===== src/rtl/axis_image_pkg.sv =====
// Shared types for the AXI4-Stream image receive/transmit path.
// Latency: n/a (types only).
// Backpressure: n/a (types only).
package axis_image_pkg;

    // Default pixel width of the image stream (24-bit RGB).
    localparam int AXIS_DATA_BITS = 24;

    typedef enum logic {
        RX_IDLE   = 1'b0,
        RX_ACTIVE = 1'b1
    } rx_state_e;

    // One stream beat at the default pixel width.
    typedef struct packed {
        logic [AXIS_DATA_BITS-1:0] data;
        logic                      last;
        logic                      user;
    } axis_beat_t;

endpackage


===== src/rtl/axis_skid_buffer.sv =====
// 2-entry register slice, generic width; usable on either side of an image link.
// Latency: 1 cycle from accepted input to valid output; full throughput with no bubbles.
// Backpressure: s_rdy_o = not full (from registered occupancy), forced low while rstn_i=0.
//
// Ports: clk_i/rstn_i (sync active-low reset), s_dat_i/s_vld_i/s_rdy_o upstream,
//        m_dat_o/m_vld_o/m_rdy_i downstream. Output is held stable while m_rdy_i=0.
module axis_skid_buffer #(
    parameter int WIDTH = 26
) (
    input  logic             clk_i,
    input  logic             rstn_i,
    input  logic [WIDTH-1:0] s_dat_i,
    input  logic             s_vld_i,
    output logic             s_rdy_o,
    output logic [WIDTH-1:0] m_dat_o,
    output logic             m_vld_o,
    input  logic             m_rdy_i
);

    logic [1:0][WIDTH-1:0] mem_q, mem_d;
    logic                  wr_ptr_q, wr_ptr_d;
    logic                  rd_ptr_q, rd_ptr_d;
    logic [1:0]            cnt_q, cnt_d;
    logic                  push, pop;

    // Ready depends only on registered occupancy, never on s_vld_i.
    assign s_rdy_o = rstn_i & (cnt_q != 2'd2);
    assign m_vld_o = (cnt_q != 2'd0);
    assign m_dat_o = mem_q[rd_ptr_q];

    assign push = s_vld_i & s_rdy_o;
    assign pop  = m_vld_o & m_rdy_i;

    always_comb begin
        mem_d    = mem_q;
        wr_ptr_d = wr_ptr_q ^ push;
        rd_ptr_d = rd_ptr_q ^ pop;
        cnt_d    = cnt_q + {1'b0, push} - {1'b0, pop};
        if (push) begin
            mem_d[wr_ptr_q] = s_dat_i;
        end
    end

    always_ff @(posedge clk_i) begin
        if (!rstn_i) begin
            mem_q    <= '0;
            wr_ptr_q <= 1'b0;
            rd_ptr_q <= 1'b0;
            cnt_q    <= 2'd0;
        end else begin
            mem_q    <= mem_d;
            wr_ptr_q <= wr_ptr_d;
            rd_ptr_q <= rd_ptr_d;
            cnt_q    <= cnt_d;
        end
    end

endmodule


===== src/rtl/axis_image_frame_rx.sv =====
// AXI4-Stream image receiver: checks SOF(user)/EOL(last) framing against IMG_WIDTH x IMG_HEIGHT.
// Latency: 1 cycle input->output through a 2-entry skid; status (errors, frame_done) 1 cycle after accept.
// Backpressure: axis_s_ready_o = skid not full; output beats held while axis_m_ready_i=0.
//
// Ports: clk_i, rstn_i (sync active-low); axis_s_* slave stream in; axis_m_* master stream out
//        (last/user forwarded unmodified); frame_done_o pulse; sticky err_sof_o/err_eol_o cleared
//        by err_clr_i (a new error in the same cycle wins); frame_cnt_o wraps.
// Build option: define AXIS_IMAGE_FRAME_RX_RESYNC_EN to drop non-SOF beats arriving while idle
// instead of treating them as the start of a frame.
module axis_image_frame_rx
    import axis_image_pkg::*;
#(
    parameter int DATA_BITS  = 24,
    parameter int IMG_WIDTH  = 640,
    parameter int IMG_HEIGHT = 480,
    parameter int CNT_BITS   = 16
) (
    input  logic                 clk_i,
    input  logic                 rstn_i,
    input  logic [DATA_BITS-1:0] axis_s_data_i,
    input  logic                 axis_s_valid_i,
    output logic                 axis_s_ready_o,
    input  logic                 axis_s_last_i,
    input  logic                 axis_s_user_i,
    output logic [DATA_BITS-1:0] axis_m_data_o,
    output logic                 axis_m_valid_o,
    input  logic                 axis_m_ready_i,
    output logic                 axis_m_last_o,
    output logic                 axis_m_user_o,
    output logic                 frame_done_o,
    output logic                 err_sof_o,
    output logic                 err_eol_o,
    input  logic                 err_clr_i,
    output logic [CNT_BITS-1:0]  frame_cnt_o
);

    localparam int                BEAT_W  = DATA_BITS + 2;
    localparam logic [CNT_BITS-1:0] X_LAST  = CNT_BITS'(IMG_WIDTH - 1);
    localparam logic [CNT_BITS-1:0] Y_LAST  = CNT_BITS'(IMG_HEIGHT - 1);
    localparam logic [CNT_BITS-1:0] CNT_ONE = CNT_BITS'(1);

    rx_state_e           state_q, state_d;
    logic [CNT_BITS-1:0] x_q, x_d;
    logic [CNT_BITS-1:0] y_q, y_d;
    logic [CNT_BITS-1:0] frame_cnt_q, frame_cnt_d;
    logic                done_q, done_d;
    logic                err_sof_q, err_sof_d;
    logic                err_eol_q, err_eol_d;

    logic                acc;
    logic                drop;
    logic                track;
    logic                sof_set, eol_set;
    logic [CNT_BITS-1:0] pos, line;
    logic [BEAT_W-1:0]   skid_in_dat, skid_out_dat;

    assign acc = axis_s_valid_i & axis_s_ready_o;

`ifdef AXIS_IMAGE_FRAME_RX_RESYNC_EN
    // Idle beats without SOF are still handshaken but never reach the skid.
    assign drop = (state_q == RX_IDLE) & ~axis_s_user_i;
`else
    assign drop = 1'b0;
`endif

    assign skid_in_dat = {axis_s_data_i, axis_s_last_i, axis_s_user_i};

    axis_skid_buffer #(
        .WIDTH (BEAT_W)
    ) u_skid (
        .clk_i   (clk_i),
        .rstn_i  (rstn_i),
        .s_dat_i (skid_in_dat),
        .s_vld_i (axis_s_valid_i & ~drop),
        .s_rdy_o (axis_s_ready_o),
        .m_dat_o (skid_out_dat),
        .m_vld_o (axis_m_valid_o),
        .m_rdy_i (axis_m_ready_i)
    );

    assign axis_m_data_o = skid_out_dat[BEAT_W-1:2];
    assign axis_m_last_o = skid_out_dat[1];
    assign axis_m_user_o = skid_out_dat[0];

    // pos/line are the column/row of the beat being accepted. An SOF beat is
    // column 0 of row 0, which lets a beat that is both SOF and EOL take the
    // SOF restart first and then the line-end check.
    always_comb begin
        state_d     = state_q;
        x_d         = x_q;
        y_d         = y_q;
        frame_cnt_d = frame_cnt_q;
        done_d      = 1'b0;
        sof_set     = 1'b0;
        eol_set     = 1'b0;
        pos         = x_q;
        line        = y_q;
        track       = 1'b0;

        if (acc) begin
            track = 1'b1;
            if (axis_s_user_i) begin
                sof_set = (state_q == RX_ACTIVE);
                pos     = '0;
                line    = '0;
            end else if (state_q == RX_IDLE) begin
                sof_set = 1'b1;
`ifdef AXIS_IMAGE_FRAME_RX_RESYNC_EN
                track   = 1'b0;
`else
                pos     = '0;
                line    = '0;
`endif
            end
        end

        if (track) begin
            state_d = RX_ACTIVE;
            if ((pos == X_LAST) || axis_s_last_i) begin
                // Any line end (normal, early or late) advances the row.
                eol_set = (pos != X_LAST) || !axis_s_last_i;
                x_d     = '0;
                if (line == Y_LAST) begin
                    y_d         = '0;
                    state_d     = RX_IDLE;
                    done_d      = 1'b1;
                    frame_cnt_d = frame_cnt_q + CNT_ONE;
                end else begin
                    y_d = line + CNT_ONE;
                end
            end else begin
                x_d = pos + CNT_ONE;
            end
        end

        err_sof_d = sof_set | (err_sof_q & ~err_clr_i);
        err_eol_d = eol_set | (err_eol_q & ~err_clr_i);
    end

    always_ff @(posedge clk_i) begin
        if (!rstn_i) begin
            state_q     <= RX_IDLE;
            x_q         <= '0;
            y_q         <= '0;
            frame_cnt_q <= '0;
            done_q      <= 1'b0;
            err_sof_q   <= 1'b0;
            err_eol_q   <= 1'b0;
        end else begin
            state_q     <= state_d;
            x_q         <= x_d;
            y_q         <= y_d;
            frame_cnt_q <= frame_cnt_d;
            done_q      <= done_d;
            err_sof_q   <= err_sof_d;
            err_eol_q   <= err_eol_d;
        end
    end

    assign frame_done_o = done_q;
    assign err_sof_o    = err_sof_q;
    assign err_eol_o    = err_eol_q;
    assign frame_cnt_o  = frame_cnt_q;

endmodule

===== config.mk =====
export PLATFORM = sky130hd
export DESIGN_NAME = axis_image_frame_rx
export DESIGN_NICKNAME = d
export VERILOG_FILES = /design/src/rtl/axis_image_pkg.sv /design/src/rtl/axis_skid_buffer.sv /design/src/rtl/axis_image_frame_rx.sv
export SDC_FILE = /design/constraint.sdc
export NUM_CORES = 1
export LEC_CHECK = 0
export CAP_MARGIN = 20
export CORE_ASPECT_RATIO = 0.9
export CORE_MARGIN = 8
export CORE_UTILIZATION = 65
export DETAILED_ROUTE_END_ITERATION = 8
export DONT_BUFFER_PORTS = 1
export PLACE_DENSITY = 0.82
export SLEW_MARGIN = 20
export SYNTH_ARGS = -nofsm -noshare
export SYNTH_HDL_FRONTEND = slang
export SYNTH_SLANG_ARGS = --single-unit
export TNS_END_PERCENT = 10

===== constraint.sdc =====
create_clock -name clk_i -period 11.6 [get_ports clk_i]
set_clock_uncertainty 0.2 [all_clocks]
set_input_delay 2.32 -clock clk_i [delete_from_list [all_inputs] [get_ports clk_i]]
set_output_delay 2.32 -clock clk_i [all_outputs]
set_load 0.02 [all_outputs]

==> results.md <==
- Full die area: between 10000 and 15000 µm²
- Hold Crit Class: register to register
- Total track usage: 0.201
- First-pass GRT wire length: approximately 19000 µm
- Synthesis warning total: 0
- Slowest-stage cell, CP: or4_1
- Peak Freq: approximately 160 MHz
- CP cell instances: and2_1 -> nand3_1 -> and2_1 -> ha_1 -> nand3_1 -> or2_2 -> nor4_1 -> nand3_1 -> ha_1 -> inv_1 -> nand4_2 -> or4_1 -> o211ai_1 -> o31ai_1
- Post-DP HPWL: 8250 µm
- Std cell rows: 31
- Post-synth top cells: dfxtp_1 (108), mux2i_1 (65), nor2b_1 (62)
- Tightest Pin Transition: approximately 0.86 ns
- Most numerous cell on the critical path: nand3_1
- # DRC: 0
- Detailed Route WL: roughly 12000 µm
- Chip Width: 112 µm
- Seq/Total Area, Yosys: 0.399
- Vias in the first global route: roughly 4000
- Mapped Nets: between 600 and 700
- Worst EP arrival: 6.30 ns
- CTS H-tree lvls: 3
- GP Congestion: ~0.9
- Setup TNS: 0 ns
- Min-delay src: y_q[1]
- Share of layout cells above drive strength 1: 0.0940
- Fin util: 0.692
- WP data required: around 12 ns
- Largest net degree at the start of global routing: roughly 130
- Number of flops mapped to enable cells by yosys: 0
- CP bufs+invs: 1
- Crit share post-route: 0.538
- Chip height: approximately 100 µm
- Max Cap Viol: 0
- Ports: a little under 80
- Initial antenna violation count: 1
- Initial Util: 0.672
- Grt ovf: 0
- Drt wl/cell: 17.8 µm
- DRT antenna net count: 0
- Most frequent cell after synthesis: dfxtp_1
- Count of final hold-check violations: 0
- DR iter-0 viols: approximately 250
- Drt first pass iters: 4
- CTS buffer count: 9
- Reg clk slew, reported paths: 0.11 ns
- Max incr delay on CP: 0.74 ns
- Power density over the cells: around 140 nW/µm²
- Leakage: between 0.002 and 0.0025 µW
- Clk_lat worst skew: about 0.37 ns
- RSZ-0062 raised after global routing: false
- Worst slew margin: 0.426
- Setup crit end kind: register
- Reg2Reg Launch Point: u_skid.cnt_q[0]
- Status: completed
- Cells after synthesis: 582
- Synth async-reset ratio: 0
- Family with the most delay on the worst path: simple AND/OR/NAND/NOR gates
- IO Port Bufs: 0
- Cts hold-fix bufs: 0
- Synth Area per Inst: roughly 9.3 µm²
- Distinct cells, synth: a little under 60
- Cts repair resizes: 0
- Core footprint: slightly above 8000 µm²
- Post-CTS Setup Bufs: 0
- Synthesis-to-finish area growth: 3.07%
- Clock Sinks: about 110
- Yosys top cell area share: 0.399
- CP startpoint: rstn_i
- Max FO, Critical Path: approximately 130
- Clock Tree Buf Depth: 2
- Critical path type: input pin to register
- Post-Syn Area: between 5000 and 6000 µm²
- Final layout net count: between 500 and 600
- Vias: between 4000 and 5000
- Peak supply drop: approximately 0.11 mV
- Area contributors post-synth: dfxtp_1 (40%), mux2i_1 (12%), nor2b_1 (7.2%), mux2_2 (5.4%), nand2_1 (3.5%)
- Via density per instance: about 6.2
- Final setup vio count: 0
- CTS tree: yes
- Critical path launch point type: input pin
- Synthesized flop and latch total: around 110
- Max-slew violations: 0
- Predominant post-synthesis flop cell: dfxtp_1
- CTS Root Cell: clkbuf_8
- Yosys top cell by area: dfxtp_1
- Final worst path period need: 6.24 ns
==> tightest hold or removal path: cells and delay by family (launching register included) <==
kind / cells / cell delay, ns
flops: 1 / 0.35
simple gates: 1 / 0.06
compound gates: 1 / 0.06
==> cell usage in the layout, fill, tap and decap left out, types with 13 or more instances in the layout <==
master      n
and2_1     14
and3_1     13
dfxtp_1   108
inv_1      13
mux2_2     26
mux2i_1    65
nand2_1    50
nand2b_1   14
nand3_1    24
nand4_1    13
nor2b_1    62
o21ai_0    14
==> routing by layer <==
metal  routed length, µm  share of wire  vias to the layer above  global-route usage
met5                   0              0                        -                   0
met4                 158          0.013                        0              0.0776
met3                 880          0.075                       12              0.0597
met2                5760           0.49                      147               0.349
met1                4990           0.42                     1939               0.233
li1                    -              -                     2027                   -
==> state kept, by name, indices dropped and copies added (netlist names) <==
register,count
err_sof_o,1
u_skid.rd_ptr_q,1
u_skid.cnt_q,2
x_q,16
y_q,16
frame_done_o,1
state_q,1
err_eol_o,1
u_skid.mem_q,52
u_skid.wr_ptr_q,1
frame_cnt_o,16
==> cells by family after synthesis <==
logic type | synth area share
simple gates | 0.261
flops | 0.399
mux | 0.174
compound gates | 0.0945
buf+inv | 0.0379
xor+xnor | 0.0146
fa+ha+maj | 0.0185
==> worst paths after layout <==
path                                        to  slack, ns  depth (start not counted)
worst min register to register          y_q[1]       0.31                          2
worst max register to register  frame_cnt_o[8]       6.91                         14
worst max-delay path            frame_cnt_o[8]       5.36                         14
worst min-delay path                    y_q[1]       0.31                          2
==> through the flow <==
stage                     total power, µW  instance area (µm²)  cells  setup slack (ns)  hold WS, ns
after floorplan                       550                 5420    582              5.66        0.245
after global placement                569                 5400    647              5.20        0.270
after detailed placement              573                 5400    647              5.03        0.289
after CTS                             787                 5580    663              5.43        0.305
after global routing                  818                 5580    664              5.12        0.329
final                                 784                 5580    664              5.36        0.306
==> cell type report <==
class / count / area, µm²
repair buffers: 1 / 7.51
multi-input cells: 426 / 3060
clock buffers: 10 / 128
clock inverters: 6 / 56.3
well taps: 99 / 124
fillers: 653 / 2480
flip-flops and latches: 108 / 2160
inverters: 13 / 48.8
diodes: 1 / 2.50
==> power breakdown <==
group / switching, µW / internal [µW]
combinational: 96.2 / 65.9
clock: 137 / 82.5
sequential: 12.9 / 389
total: 246 / 538
(Power assumes the default switching activity.)
